$ cat config.mk
export PLATFORM = sky130hd
export DESIGN_NAME = run_sequencer
export DESIGN_NICKNAME = d
export VERILOG_FILES = /design/src/rtl/seq_pkg.sv /design/src/rtl/seq_prog_mem.sv /design/src/rtl/run_sequencer.sv
export SDC_FILE = /design/constraint.sdc
export NUM_CORES = 1
export LEC_CHECK = 0
export CORE_MARGIN = 2
export CORE_UTILIZATION = 60
export CTS_BUF_LIST = sky130_fd_sc_hd__clkbuf_4 sky130_fd_sc_hd__clkbuf_8
export DETAILED_ROUTE_END_ITERATION = 10
export GPL_ROUTABILITY_DRIVEN = 0
export GPL_TIMING_DRIVEN = 1
export PLACE_DENSITY = 0.79
export SYNTH_ARGS = -nofsm -noshare
export SYNTH_HDL_FRONTEND = slang
export SYNTH_SLANG_ARGS = --single-unit
$ cat constraint.sdc
create_clock -name clk -period 6.76 [get_ports clk]
set_input_delay 1.352 -clock clk [delete_from_list [all_inputs] [get_ports clk]]
set_output_delay 1.352 -clock clk [all_outputs]
set_load 0.01 [all_outputs]
$ cat src/rtl/seq_pkg.sv
// Shared types for the run sequencer: opcodes, FSM states and step-word layout.
// Latency: n/a (declarations only).
// Backpressure: n/a.
package seq_pkg;

    // Step word layout: opcode in the top two bits, argument below it.
    localparam int OP_MSB = 31;
    localparam int OP_LSB = 30;
    localparam int ARG_W  = 30;

    typedef enum logic [1:0] {
        OP_END    = 2'b00,
        OP_CONFIG = 2'b01,
        OP_TASK   = 2'b10,
        OP_WAIT   = 2'b11
    } op_e;

    typedef enum logic [2:0] {
        S_IDLE,
        S_FETCH,
        S_ISSUE,
        S_WAIT_DONE,
        S_DELAY,
        S_FINISH
    } state_e;

endpackage

$ cat src/rtl/seq_prog_mem.sv
// Step program store: DEPTH x 32 register array, host-loaded.
// Latency: write lands on the next edge; read is combinational.
// Backpressure: none; the caller gates the write enable.
module seq_prog_mem
    import seq_pkg::*;
#(
    parameter int DEPTH = 16,
    parameter int AW    = $clog2(DEPTH)
) (
    input  logic          clk,
    input  logic          wr_en,
    input  logic [AW-1:0] wr_addr,
    input  logic [31:0]   wr_data,
    input  logic [AW-1:0] rd_addr,
    output logic [31:0]   rd_data
);

    logic [31:0] mem_q [DEPTH];

    // Synchronous write; contents survive reset so a loaded program is kept.
    always_ff @(posedge clk) begin
        if (wr_en) begin
            mem_q[wr_addr] <= wr_data;
        end
    end

    assign rd_data = mem_q[rd_addr];

endmodule

$ cat src/rtl/run_sequencer.sv
// Run sequencer: steps a host-loaded program, issuing config/task triggers and repeating it n_loops times.
// Latency: start -> first trigger 2 cycles; done edge -> next trigger 2 cycles; WAIT N adds N+1 cycles.
// Backpressure: none; waits on done edges, abort returns to IDLE next edge. Watchdog built only with SEQ_TIMEOUT_EN.
module run_sequencer
    import seq_pkg::*;
#(
    parameter int DEPTH = 16,
    parameter int AW    = $clog2(DEPTH)
) (
    input  logic          clk,
    input  logic          rst,
    input  logic          prog_wr,
    input  logic [AW-1:0] prog_addr,
    input  logic [31:0]   prog_data,
    input  logic [15:0]   n_loops,
    input  logic [31:0]   timeout_cycles,
    input  logic          start,
    input  logic          abort,
    input  logic          done_spi,
    input  logic          done_task,
    output logic          trigger_config,
    output logic          trigger_task,
    output logic          busy,
    output logic          run_done,
    output logic          error,
    output logic [AW-1:0] step_idx,
    output logic [15:0]   loop_idx
);

    state_e           state_q, state_d;
    logic [AW-1:0]    pc_q, pc_d;
    logic [15:0]      loop_q, loop_d;
    logic [15:0]      nloops_q, nloops_d;
    op_e              op_q, op_d;
    logic [ARG_W-1:0] cnt_q, cnt_d;
    logic             done_spi_q, done_task_q;

    logic [31:0]      rd_data;
    op_e              fetch_op;
    logic [ARG_W-1:0] fetch_arg;
    logic             spi_edge, task_edge, done_hit;
    logic             trig_cfg, trig_task, fin_pulse;
    logic             do_adv, do_eop;

`ifdef SEQ_TIMEOUT_EN
    logic [31:0] wd_q, wd_d;
    logic [31:0] to_q, to_d;
    logic [31:0] wd_inc;
    logic        error_q, error_d;

    assign wd_inc = (wd_q == '1) ? wd_q : wd_q + 32'd1;
    assign error  = error_q;
`else
    logic unused_timeout;

    assign unused_timeout = ^timeout_cycles;
    assign error          = 1'b0;
`endif

    // Program writes only land while idle so a running program cannot be altered.
    seq_prog_mem #(
        .DEPTH (DEPTH),
        .AW    (AW)
    ) u_mem (
        .clk     (clk),
        .wr_en   (prog_wr && (state_q == S_IDLE)),
        .wr_addr (prog_addr),
        .wr_data (prog_data),
        .rd_addr (pc_q),
        .rd_data (rd_data)
    );

    assign fetch_op  = op_e'(rd_data[OP_MSB:OP_LSB]);
    assign fetch_arg = rd_data[ARG_W-1:0];

    // Rising edges against a registered copy: a level already high never counts as completion.
    assign spi_edge  = done_spi  && !done_spi_q;
    assign task_edge = done_task && !done_task_q;
    assign done_hit  = (op_q == OP_CONFIG) ? spi_edge : task_edge;

    // Next-state, datapath updates and pulse outputs; abort overrides everything at the end.
    always_comb begin
        state_d   = state_q;
        pc_d      = pc_q;
        loop_d    = loop_q;
        nloops_d  = nloops_q;
        op_d      = op_q;
        cnt_d     = cnt_q;
        trig_cfg  = 1'b0;
        trig_task = 1'b0;
        fin_pulse = 1'b0;
        do_adv    = 1'b0;
        do_eop    = 1'b0;
`ifdef SEQ_TIMEOUT_EN
        wd_d      = wd_q;
        to_d      = to_q;
        error_d   = error_q;
`endif

        case (state_q)
            S_IDLE: begin
                if (start && !abort) begin
                    pc_d     = '0;
                    loop_d   = '0;
                    nloops_d = (n_loops == 16'd0) ? 16'd1 : n_loops;
`ifdef SEQ_TIMEOUT_EN
                    to_d     = timeout_cycles;
                    error_d  = 1'b0;
`endif
                    state_d  = S_FETCH;
                end
            end
            S_FETCH: begin
                op_d = fetch_op;
                case (fetch_op)
                    OP_CONFIG, OP_TASK: state_d = S_ISSUE;
                    OP_WAIT: begin
                        if (fetch_arg != '0) begin
                            cnt_d   = fetch_arg;
                            state_d = S_DELAY;
                        end else begin
                            do_adv = 1'b1;
                        end
                    end
                    default: do_eop = 1'b1;
                endcase
            end
            S_ISSUE: begin
                trig_cfg  = (op_q == OP_CONFIG);
                trig_task = (op_q == OP_TASK);
`ifdef SEQ_TIMEOUT_EN
                wd_d      = '0;
`endif
                state_d   = S_WAIT_DONE;
            end
            S_WAIT_DONE: begin
                if (done_hit) begin
                    do_adv = 1'b1;
                end
`ifdef SEQ_TIMEOUT_EN
                wd_d = wd_inc;
                // A done edge in the very cycle the limit is hit still counts as success.
                if (!done_hit && (to_q != '0) && (wd_inc >= to_q)) begin
                    error_d = 1'b1;
                    state_d = S_IDLE;
                end
`endif
            end
            S_DELAY: begin
                if (cnt_q <= ARG_W'(1)) begin
                    do_adv = 1'b1;
                end else begin
                    cnt_d = cnt_q - ARG_W'(1);
                end
            end
            S_FINISH: begin
                fin_pulse = 1'b1;
                state_d   = S_IDLE;
            end
            default: state_d = S_IDLE;
        endcase

        if (do_adv) begin
            if (pc_q == AW'(DEPTH - 1)) begin
                do_eop = 1'b1;
            end else begin
                pc_d    = pc_q + AW'(1);
                state_d = S_FETCH;
            end
        end

        if (do_eop) begin
            if ((32'(loop_q) + 32'd1) < 32'(nloops_q)) begin
                loop_d  = loop_q + 16'd1;
                pc_d    = '0;
                state_d = S_FETCH;
            end else begin
                state_d = S_FINISH;
            end
        end

        if (abort && (state_q != S_IDLE)) begin
            state_d   = S_IDLE;
            pc_d      = pc_q;
            loop_d    = loop_q;
            trig_cfg  = 1'b0;
            trig_task = 1'b0;
            fin_pulse = 1'b0;
`ifdef SEQ_TIMEOUT_EN
            error_d   = error_q;
`endif
        end
    end

    // State and datapath registers.
    always_ff @(posedge clk or posedge rst) begin
        if (rst) begin
            state_q     <= S_IDLE;
            pc_q        <= '0;
            loop_q      <= '0;
            nloops_q    <= '0;
            op_q        <= OP_END;
            cnt_q       <= '0;
            done_spi_q  <= 1'b0;
            done_task_q <= 1'b0;
        end else begin
            state_q     <= state_d;
            pc_q        <= pc_d;
            loop_q      <= loop_d;
            nloops_q    <= nloops_d;
            op_q        <= op_d;
            cnt_q       <= cnt_d;
            done_spi_q  <= done_spi;
            done_task_q <= done_task;
        end
    end

`ifdef SEQ_TIMEOUT_EN
    // Watchdog counter, sampled limit and sticky timeout flag.
    always_ff @(posedge clk or posedge rst) begin
        if (rst) begin
            wd_q    <= '0;
            to_q    <= '0;
            error_q <= 1'b0;
        end else begin
            wd_q    <= wd_d;
            to_q    <= to_d;
            error_q <= error_d;
        end
    end
`endif

    assign trigger_config = trig_cfg;
    assign trigger_task   = trig_task;
    assign run_done       = fin_pulse;
    assign busy           = (state_q != S_IDLE);
    assign step_idx       = pc_q;
    assign loop_idx       = loop_q;

endmodule

# Yosys cells after proc, flatten, opt, wreduce, memory -nomap -nowiden

Memory sizes are Yosys's and may differ from the RTL's.
Index checks and enable logic that the tools add are counted.

Register bits: 73
Memories: 1
Memory bits (writable): 512
Output and inout port bits: 25

Memories:

| name        | words | bits a word | read ports | clocked after memory_dff | wr ports | line               | source |
|---|---|---|---|---|---|---|---|
| u_mem.mem_q | 16    | 32          | 1          | 0                        | 1        | seq_prog_mem.sv:18 | `logic [31:0] mem_q [DEPTH];` |

Order comparisons: 2
Add/sub/neg operators: 4
Reduce and logical (&&, ||, !) cells: 18
Equal/unequal tests: 14
Muxes and demuxes: 42

Operator list:

| kind                  | number |
|---|---|
| $mux 30               | 3 |
| $mux 16               | 5 |
| $pmux 30 s2           | 1 |
| $le 30x1->1 const B   | 1 |
| $reduce_bool 30->1    | 1 |
| $sub 30x1->30 const B | 1 |
| $mux 4                | 6 |
| $mux 3                | 7 |
| $add 16x1->17 const B | 1 |
| $lt 17x16->1          | 1 |
| $mux 1                | 17 |
| $add 16x1->16 const B | 1 |
| $logic_not 16->1      | 1 |
| $pmux 3 s4            | 1 |
| $eq 2x2->1 const B    | 3 |
| $eq 3x2->1 const B    | 2 |
| $eq 3x3->1 const B    | 2 |
| $ne 2x2->1 const B    | 3 |
| $pmux 3 s2            | 1 |
| $logic_and 1x1->1     | 5 |
| $add 4x1->4 const B   | 1 |
| $eq 2x1->1 const B    | 2 |
| $eq 4x4->1 const B    | 1 |
| $reduce_and 4->1      | 1 |
| 9 further kinds       | 12 |

# Depth between registers and ports, before layout

Gate-level depths: netlist (run 1).
An unclocked memory read counts as a cell.

Depth in word-level cells: 9
Depth in mapped cells: 16

# Cells and area by module

Synthesis (run 1) repeated with hierarchy kept, for this count alone.

Cell total of the unflattened synthesis: 1352
Area total of the unflattened synthesis: 24039.3 um2

Modules (own cells, without submodules):

| module        | cells each | instances | area an instance (um2) |
|---|---|---|---|
| seq_prog_mem  | 806        | 1         | 19194.7 |
| run_sequencer | 546        | 1         | 4844.6 |

# Worst setup path after synthesis (run 1)

Ideal clock, no wire load.

Path kind: input to register
From: input port prog_addr[1]
To: memory u_mem.mem_q[0][0] (enable)
Path buffers: 0
Setup slack: 2.003 ns
Data arrival time: 4.296 ns
Stages on the path: 2
Library setup time: 0.461 ns
Data required time: 6.299 ns
Cell sequence: or4b_2 > nor3_1

RTL lines:

| what        | line                | source |
|---|---|---|
| from (decl) | run_sequencer.sv:13 | `input logic [AW-1:0] prog_addr,` |
| to (decl)   | seq_prog_mem.sv:18  |  |

No word-level cell before the write port.

# Worst setup path in the final report (run 1)

From: register pc_q[1], in the netlist step_idx[1]
To: register loop_q[11], in the netlist loop_idx[11]

Longest elaborated chain between the ends: 8
Elaborated cells between the ends (all ways): 15
Those cells by class: eq/ne: 4; mux: 8; reduce/logical: 2; memory: 1

RTL lines:

| what                                                  | line                 | source |
|---|---|---|
| from (decl)                                           | run_sequencer.sv:31  | `logic [AW-1:0] pc_q, pc_d;` |
| from (signal assigned)                                | run_sequencer.sv:208 | `pc_q <= pc_d;` |
| branches (longest 6 deep; another with $mem_v2 16x32) | --                   |  |
| $mux 1 *                                              | run_sequencer.sv:163 | `if (do_adv) begin` |
| $mux 16 *                                             | run_sequencer.sv:172 | `if (do_eop) begin` |
| to (signal assigned)                                  | run_sequencer.sv:209 | `loop_q <= loop_d;` |
| to (decl)                                             | run_sequencer.sv:32  | `logic [15:0] loop_q, loop_d;` |

Every way passes the cells marked *.
A chain may end at the register's enable or synchronous reset.

==> summary.txt, run 1 <==
Run status
  • Status: complete, no violations

Power
  • Sequential Power Share: 46.8%
  • Power per Cell Area: 338.9 nW/um^2
  • Switching portion of total power: 29.51%
  • Maximum VDD drop: 0.0001902 V
  • Switching power total: 2.797 mW
  • Cell-internal power: 6.680 mW
  • Leakage: 9.577 nW
  • Proportion of power drawn by the clock network: 31.6%
  • Combinational fraction of design power: 21.6%

Job
  • Max-cap viol count: 0

Worst setup path
  • Max Fanout on Critical Path: 56
  • Crit path arrival time: 5670 ps
  • Kind of end point of the critical path: flop
  • Kind of critical path: flop to flop
  • CP required: 7270 ps
  • Worst Setup Start Kind: flop

Logic synthesis
  • Yosys Warn Count: 0
  • Number of synthesized register bits: 585
  • Number of cells produced by synthesis: 1,437
  • Post-synth top area cell: sky130_fd_sc_hd__edfxtp_1
  • Synth top area share: 62.60%
  • Combinational family with the most area after synthesis: multiplexers
  • Most used DFF post-synth: sky130_fd_sc_hd__edfxtp_1
  • Area share of xor/xnor cells in the synthesized design: 0.3566%
  • Number of enable-type register cells in the synthesized netlist: 512
  • Fraction of the mapped netlist area in compound gates: 4.927%
  • Adder-cell share of the synthesized area: 1.121%
  • Mean Syn Cell Area: 17.09 um^2
  • Count of unique library cells instantiated by Yosys: 78
  • Net count of the mapped netlist: 1,550
  • Mapped cell area: 24,560 um^2
  • Fraction of the mapped netlist area in simple logic gates: 6.689%
  • Sequential area share after synthesis: 70.04%
  • Area contributors post-synth: sky130_fd_sc_hd__edfxtp_1, sky130_fd_sc_hd__mux4_2, sky130_fd_sc_hd__dfrtp_1
  • Fraction of registers with async set or reset after synthesis: 12.48%
  • Portion of netlist area occupied by mux cells: 14.82%

GRT
  • Maximum number of pins on one net before global-route repair: 68
  • Vias in the first global route: 14,090
  • Total congestion overflow after global routing: 0
  • Global-route wire length before repair: 82.99 mm
  • Total global routing track utilization: 26.87%
  • Antenna violations before repair: 0

Clocking
  • Number of setup buffers added after CTS: 0
  • Clock buffers created by TritonCTS: 94
  • Sink Count: 585
  • Post-CTS resize count: 0
  • Count of hold-fix buffers inserted at cts: 0
  • Insertion delay to the later sink of the worst-skew pair: 650 ps
  • Clock edge transition at the registers on the reported setup and hold paths: 70 ps
  • Largest buffer count on any clock path: 3
  • CTS H-tree lvls: 3
  • Clock tree from TritonCTS: done
  • Clock root buffer: sky130_fd_sc_hd__clkbuf_8

Detailed routing
  • Number of nets still failing antenna checks after routing: 0
  • Met3 wire len: 4.651 mm
  • Wire per inst: 25.44 um
  • Number of design-rule violations left by the first detailed-router iteration: 1,432
  • Via Count: 13,910
  • Number of search-and-repair iterations in the first detailed-routing pass: 6
  • DRT met1 WL: 21.88 mm
  • Vias per inst: 6.344
  • Met2 routed wirelength: 27.62 mm
  • Number of remaining DRC errors: 0
  • Total length of routed wires: 55.76 mm
  • Highest routed layer: met4

Placed design
  • HPWL after DPL: 32.41 mm
  • Port Buffer Count: 82
  • Instance count after placement with tap cells included: 2,019

STA
  • Hold violation count in the final report: 0
  • Hold Slack: 501.8 ps
  • Final Setup Violations: 0
  • Worst setup skew after layout: 42.88 ps
  • Number of max-slew violations in the final report: 0
  • Maximum operating frequency: 0.1935 GHz
  • Relative slew slack: 19.75%
  • Tightest Pin Transition: 1204 ps
  • Period utilisation layout: 76.46%
  • Crit path time final: 5168 ps
  • Unrepaired setup endpoints after global routing: no
  • Setup total negative slack: 0 ps

Die
  • Row Count: 74
  • Die span in y: 206.3 um
  • Horiz. Die Dim: 206.3 um
  • Effective utilization at floorplan: 60.42%
  • Number of placed I/O pins: 116
  • Core area: 40,650 um^2
  • Die Footprint: 42,570 um^2

Cells and area
  • Count of placed standard cells in the final layout, fillers left out: 2,192
  • Sequential cell area in the final layout: 17,210 um^2
  • Share of layout cells above drive strength 1: 22.41%
  • Net count reported at finish: 1,696
  • Area Growth Syn to Fin: 13.86%
  • Total of fill cells in the finished design: 2,590
  • Multi-input logic area: 6968 um^2
  • Most common cell after layout, fill and taps aside: sky130_fd_sc_hd__edfxtp_1
  • Most frequent cells in the layout: sky130_fd_sc_hd__edfxtp_1, sky130_fd_sc_hd__mux4_2, sky130_fd_sc_hd__nand2_1
  • Number of inserted diodes: 0

Hold path
  • Hold/Removal Path Class: flop to flop
==> stage by stage <==
| stage | utilization [%] | instance area [um^2] | setup slack (ps) | power (mW) |
|---|---|---|---|---|
| after floorplan | - | 24560 | 2003 | 5.850 |
| after global placement | 64.15 | 26080 | 1604 | 6.444 |
| after detailed placement | 64.15 | 26080 | 1608 | 6.528 |
| after CTS | 68.80 | 27960 | 1574 | 9.510 |
| after global routing | 68.80 | 27960 | 1317 | 9.866 |
| final | 68.80 | 27960 | 1592 | 9.477 |
==> metal layers <==
layer,GRT usage [%],up-vias
li1,-,6041
met1,35.42,7118
met2,43.95,631
met3,7.001,116
met4,9.209,0
met5,0,-
==> power by group through the flow <==
stage                     clock network, mW  logic, mW  registers [mW]
after floorplan                           0       1.49            4.36
after global placement                    0       1.96            4.49
after detailed placement                  0       2.03            4.50
after CTS                              3.04       2.03            4.43
after global routing                   3.20       2.20            4.47
final                                  3.00       2.05            4.44
==> kinds of logic (layout without fill, tap and decap cells) <==
| logic type | count (synthesis) | count (layout) |
|---|---|---|
| fa+ha+maj | 22 | 22 |
| compound gates | 180 | 180 |
| flops | 585 | 585 |
| other cells | 1 | 1 |
| mux | 200 | 200 |
| simple gates | 337 | 337 |
| buf+inv | 102 | 325 |
| xor+xnor | 10 | 10 |
==> cells in the mapped netlist, types with 4 or more instances <==
| cell type | count |
|---|---|
| sky130_fd_sc_hd__mux2i_1 | 41 |
| sky130_fd_sc_hd__a21oi_1 | 37 |
| sky130_fd_sc_hd__mux4_2 | 121 |
| sky130_fd_sc_hd__nand4b_1 | 4 |
| sky130_fd_sc_hd__nor2b_1 | 7 |
| sky130_fd_sc_hd__nor3_1 | 20 |
| sky130_fd_sc_hd__and3_1 | 10 |
| sky130_fd_sc_hd__buf_4 | 5 |
| sky130_fd_sc_hd__ha_1 | 22 |
| sky130_fd_sc_hd__nand4_1 | 11 |
| sky130_fd_sc_hd__a22o_1 | 5 |
| sky130_fd_sc_hd__o22ai_1 | 7 |
| sky130_fd_sc_hd__a211oi_1 | 4 |
| sky130_fd_sc_hd__clkbuf_1 | 25 |
| sky130_fd_sc_hd__a222oi_1 | 5 |
| sky130_fd_sc_hd__buf_2 | 21 |
| sky130_fd_sc_hd__nor2_1 | 65 |
| sky130_fd_sc_hd__o21bai_1 | 4 |
| sky130_fd_sc_hd__a21o_1 | 4 |
| sky130_fd_sc_hd__dfrtp_1 | 73 |
| sky130_fd_sc_hd__nand2b_1 | 13 |
| sky130_fd_sc_hd__and2_1 | 17 |
| sky130_fd_sc_hd__mux4_1 | 4 |
| sky130_fd_sc_hd__mux2_4 | 4 |
| sky130_fd_sc_hd__edfxtp_1 | 512 |
| sky130_fd_sc_hd__nand3_1 | 30 |
| sky130_fd_sc_hd__buf_1 | 5 |
| sky130_fd_sc_hd__nand2_1 | 121 |
| sky130_fd_sc_hd__inv_1 | 36 |
| sky130_fd_sc_hd__o21ai_0 | 46 |
| sky130_fd_sc_hd__mux2_2 | 30 |
| sky130_fd_sc_hd__nor4_1 | 11 |
| sky130_fd_sc_hd__and4_1 | 4 |
| sky130_fd_sc_hd__a22oi_1 | 6 |
| sky130_fd_sc_hd__o21a_1 | 10 |
| sky130_fd_sc_hd__a221oi_1 | 6 |
| sky130_fd_sc_hd__xnor2_1 | 7 |
| sky130_fd_sc_hd__a31oi_1 | 11 |
| sky130_fd_sc_hd__buf_6 | 8 |
==> registers in the layout, summed over array words and instances (netlist names) <==
| register | count |
|---|---|
| done_task_q | 1 |
| step_idx | 4 |
| op_q | 2 |
| cnt_q | 30 |
| u_mem.mem_q | 512 |
| state_q | 3 |
| nloops_q | 16 |
| loop_idx | 16 |
| done_spi_q | 1 |
==> worst max-delay path, stage by stage (launching register included) <==
cell	delay, ps
sky130_fd_sc_hd__dfrtp_4	1140
sky130_fd_sc_hd__buf_4	390
sky130_fd_sc_hd__mux4_1	560
sky130_fd_sc_hd__mux2i_1	260
sky130_fd_sc_hd__or4b_1	480
sky130_fd_sc_hd__or4b_4	580
sky130_fd_sc_hd__a2111oi_4	480
sky130_fd_sc_hd__o31ai_2	210
sky130_fd_sc_hd__nor2_4	470
sky130_fd_sc_hd__mux2_2	400
==> path summary, 6_finish.rpt <==
path	cells past startpoint	startpoint	endpoint	slack, ps
max reg2reg	9	step_idx[1]	loop_idx[11]	1590
min in group asynchronous	2	rst	done_task_q	1150
min reg2reg	2	nloops_q[0]	nloops_q[0]	500
max in group asynchronous	3	rst	step_idx[2]	4530
max	9	step_idx[1]	loop_idx[11]	1590
min	2	nloops_q[0]	nloops_q[0]	500
==> area by class of cell <==
class,instances,area share [%]
Inverter,37,0.4967
Multi-Input combinational cell,750,24.92
Sequential cell,585,61.55
Timing Repair Buffer,115,3.911
Clock inverter,38,0.8859
Clock buffer,135,5.862
Tap cell,532,2.380
No activity file was read; power rests on OpenSTA's default activity.
==> inputs of run 2 (changes only) <==
Clock period 6.76 ns to 5.4 ns, I/O delays scaled along.
==> summary.txt, run 2 (same netlist as run 1, synthesis figures left out) <==
Run status
  • Status: complete, no violations (unchanged)

STA
  • Tightest Pin Transition: 1057 ps (was 1204 ps)
  • Crit path time final: 4856 ps (was 5168 ps)
  • Final Setup Violations: 0 (unchanged)
  • Maximum operating frequency: 0.2059 GHz (was 0.1935 GHz)
  • Period utilisation layout: 89.93% (was 76.46%)
  • Relative slew slack: 29.50% (was 19.75%)
  • Number of max-slew violations in the final report: 0 (unchanged)
  • Worst setup skew after layout: 20.36 ps (was 42.88 ps)
  • Hold violation count in the final report: 0 (unchanged)
  • Setup total negative slack: 0 ps (unchanged)
  • Unrepaired setup endpoints after global routing: no (unchanged)

Cells and area
  • Area Growth Syn to Fin: 14.07% (was 13.86%)
  • Most common cell after layout, fill and taps aside: sky130_fd_sc_hd__edfxtp_1 (unchanged)
  • Final Instance Area: 28,010 um^2 (was 27,960 um^2)
  • Most frequent cells in the layout: sky130_fd_sc_hd__edfxtp_1, sky130_fd_sc_hd__mux4_2, sky130_fd_sc_hd__nand2_1 (unchanged)
  • Net count reported at finish: 1,705 (was 1,696)
  • Largest register by flop count: u_mem.mem_q (unchanged)
  • Registers with the highest flip-flop counts: u_mem.mem_q x512, cnt_q x30 (unchanged)
  • Largest register FFs: 512 (unchanged)
  • Number of inserted diodes: 0 (unchanged)
  • Share of layout cells above drive strength 1: 22.52% (was 22.41%)

Worst setup path
  • Kind of end point of the critical path: flop (unchanged)
  • Kind of critical path: flop to flop (unchanged)
  • Endpoint of the lowest-slack register-to-register path: loop_idx[9] (was loop_idx[11])
  • Launch point of the worst path: step_idx[2] (was step_idx[1])
  • Start of the worst register-to-register path: step_idx[2] (was step_idx[1])
  • CP required: 5950 ps (was 7270 ps)
  • Depth of the worst register-to-register path: 10 (was 9)
  • Worst Setup Start Kind: flop (unchanged)
  • FF-to-FF setup slack: 540 ps (was 1590 ps)
  • Max Fanout on Critical Path: 67 (was 56)
  • Crit path arrival time: 5410 ps (was 5670 ps)

Detailed routing
  • Number of design-rule violations left by the first detailed-router iteration: 1,562 (was 1,432)
  • Number of search-and-repair iterations in the first detailed-routing pass: 5 (was 6)
  • Total length of routed wires: 57.25 mm (was 55.76 mm)
  • Number of remaining DRC errors: 0 (unchanged)
  • Vias per inst: 6.471 (was 6.344)
  • Number of nets still failing antenna checks after routing: 0 (unchanged)
  • Wire per inst: 26.06 um (was 25.44 um)
  • Via Count: 14,220 (was 13,910)

Die
  • Number of placed I/O pins: 116 (unchanged)
  • Die span in y: 206.3 um (unchanged)
  • Core area: 40,650 um^2 (unchanged)
  • Effective utilization at floorplan: 60.42% (unchanged)
  • Row Count: 74 (unchanged)
  • Horiz. Die Dim: 206.3 um (unchanged)
  • Die Footprint: 42,570 um^2 (unchanged)

Hold path
  • Hold path start: nloops_q[5] (was nloops_q[0])
  • Hold/Removal Path Class: flop to flop (unchanged)
  • Terminating pin of the worst hold path: nloops_q[5] (was nloops_q[0])
  • Worst Hold Depth: 1 (was 2)

Power
  • Power per Cell Area: 426.2 nW/um^2 (was 338.9 nW/um^2)
  • Leakage: 9.613 nW (was 9.577 nW)
  • Maximum VDD drop: 0.0002653 V (was 0.0001902 V)

Clocking
  • Clock buffers created by TritonCTS: 91 (was 94)
  • Clock edge transition at the registers on the reported setup and hold paths: 60 ps (was 70 ps)
  • Post-CTS resize count: 0 (unchanged)
  • Largest buffer count on any clock path: 3 (unchanged)
  • Sink Count: 585 (unchanged)
  • Number of setup buffers added after CTS: 0 (unchanged)
  • Clock root buffer: sky130_fd_sc_hd__clkbuf_8 (unchanged)
  • CTS H-tree lvls: 3 (unchanged)
  • Count of hold-fix buffers inserted at cts: 0 (unchanged)
  • Clock tree from TritonCTS: done (unchanged)
  • Insertion delay to the later sink of the worst-skew pair: 680 ps (was 650 ps)

GRT
  • Maximum number of pins on one net before global-route repair: 68 (unchanged)
  • Total congestion overflow after global routing: 0 (unchanged)
  • Vias in the first global route: 14,330 (was 14,090)
  • Total global routing track utilization: 27.59% (was 26.87%)
  • Antenna violations before repair: 0 (unchanged)
  • Global-route wire length before repair: 85.64 mm (was 82.99 mm)

Placed design
  • Total placed instance area: 26,170 um^2 (was 26,080 um^2)
  • Port Buffer Count: 82 (unchanged)
  • HPWL after DPL: 34.58 mm (was 32.41 mm)

Job
  • Max-cap viol count: 0 (unchanged)
-- run 2: cell count changes in the layout (fill, tap and decap cells not counted) --
cell / before / now
sky130_fd_sc_hd__buf_4: 31 / 43
sky130_fd_sc_hd__bufinv_16: 2 / 6
sky130_fd_sc_hd__clkbuf_4: 35 / 24
sky130_fd_sc_hd__clkbuf_8: 100 / 94
sky130_fd_sc_hd__clkinv_1: 23 / 25
sky130_fd_sc_hd__clkinv_2: 6 / 12
sky130_fd_sc_hd__clkinv_8: 1 / 0
sky130_fd_sc_hd__clkinvlp_4: 4 / 3
sky130_fd_sc_hd__inv_12: 1 / 0
sky130_fd_sc_hd__inv_6: 1 / 2
-- run 2: area by class of cell --
type	count	area, um^2
Clock buffer	118	1474
Fill cell	2543	12630
Clock inverter	48	374.1
Sequential cell	585	17210
Tap cell	532	665.6
Inverter	37	138.9
Timing Repair Buffer	127	1184
Multi-Input combinational cell	750	6968
-- run 2: metrics by stage --
step	total power, mW	hold WS [ps]	util, %	setup WS, ps	instances
global placement	8.104	476.0	64.38	684.2	2031
finish	11.94	510.1	68.92	543.8	2197
detailed placement	8.203	484.7	64.38	656.0	2031
global route	12.41	525.6	68.92	326.8	2197
CTS	11.96	509.8	68.92	576.8	2197
floorplan	7.324	445.0	-	724.9	1437
-- run 2: power breakdown --
part	internal (mW)	leakage [nW]	total (mW)	switching [mW]
clock network	2.07	0.967	3.77	1.70
registers	5.23	5.48	5.55	0.320
logic	1.09	3.16	2.61	1.52
total	8.40	9.61	11.9	3.54
-- run 2: critical path: stages, from the launching register on --
cell,delay (ps)
sky130_fd_sc_hd__dfrtp_4,1120
sky130_fd_sc_hd__buf_4,450
sky130_fd_sc_hd__mux4_2,380
sky130_fd_sc_hd__mux2i_1,320
sky130_fd_sc_hd__nand4_1,150
sky130_fd_sc_hd__nor4_1,350
sky130_fd_sc_hd__a21oi_1,260
sky130_fd_sc_hd__a2111oi_4,560
sky130_fd_sc_hd__o31ai_2,210
sky130_fd_sc_hd__nor2_4,480
sky130_fd_sc_hd__mux2_2,400
-- run 2: per-layer routing --
| layer | part of all wire, % | wire length (um) | track usage (%) | vias to the layer above |
|---|---|---|---|---|
| met4 | 3.5 | 2004 | 11.43 | 0 |
| met5 | 0 | 0 | 0 | - |
| met1 | 38 | 21850 | 36.42 | 7190 |
| met2 | 49 | 28100 | 44.71 | 819 |
| li1 | - | - | - | 6058 |
| met3 | 9.2 | 5287 | 6.433 | 149 |
-- run 2: worst max-delay path by stage --
stage | slack (ps) | depth (start not counted) | end
3_5_place_dp | 660 | 9 | loop_idx[11]
5_1_grt | 330 | 10 | loop_idx[9]
2_1_floorplan | 720 | 14 | loop_idx[3]
6_report | 540 | 10 | loop_idx[9]
3_3_place_gp | 680 | 9 | loop_idx[12]
4_1_cts | 580 | 10 | loop_idx[9]
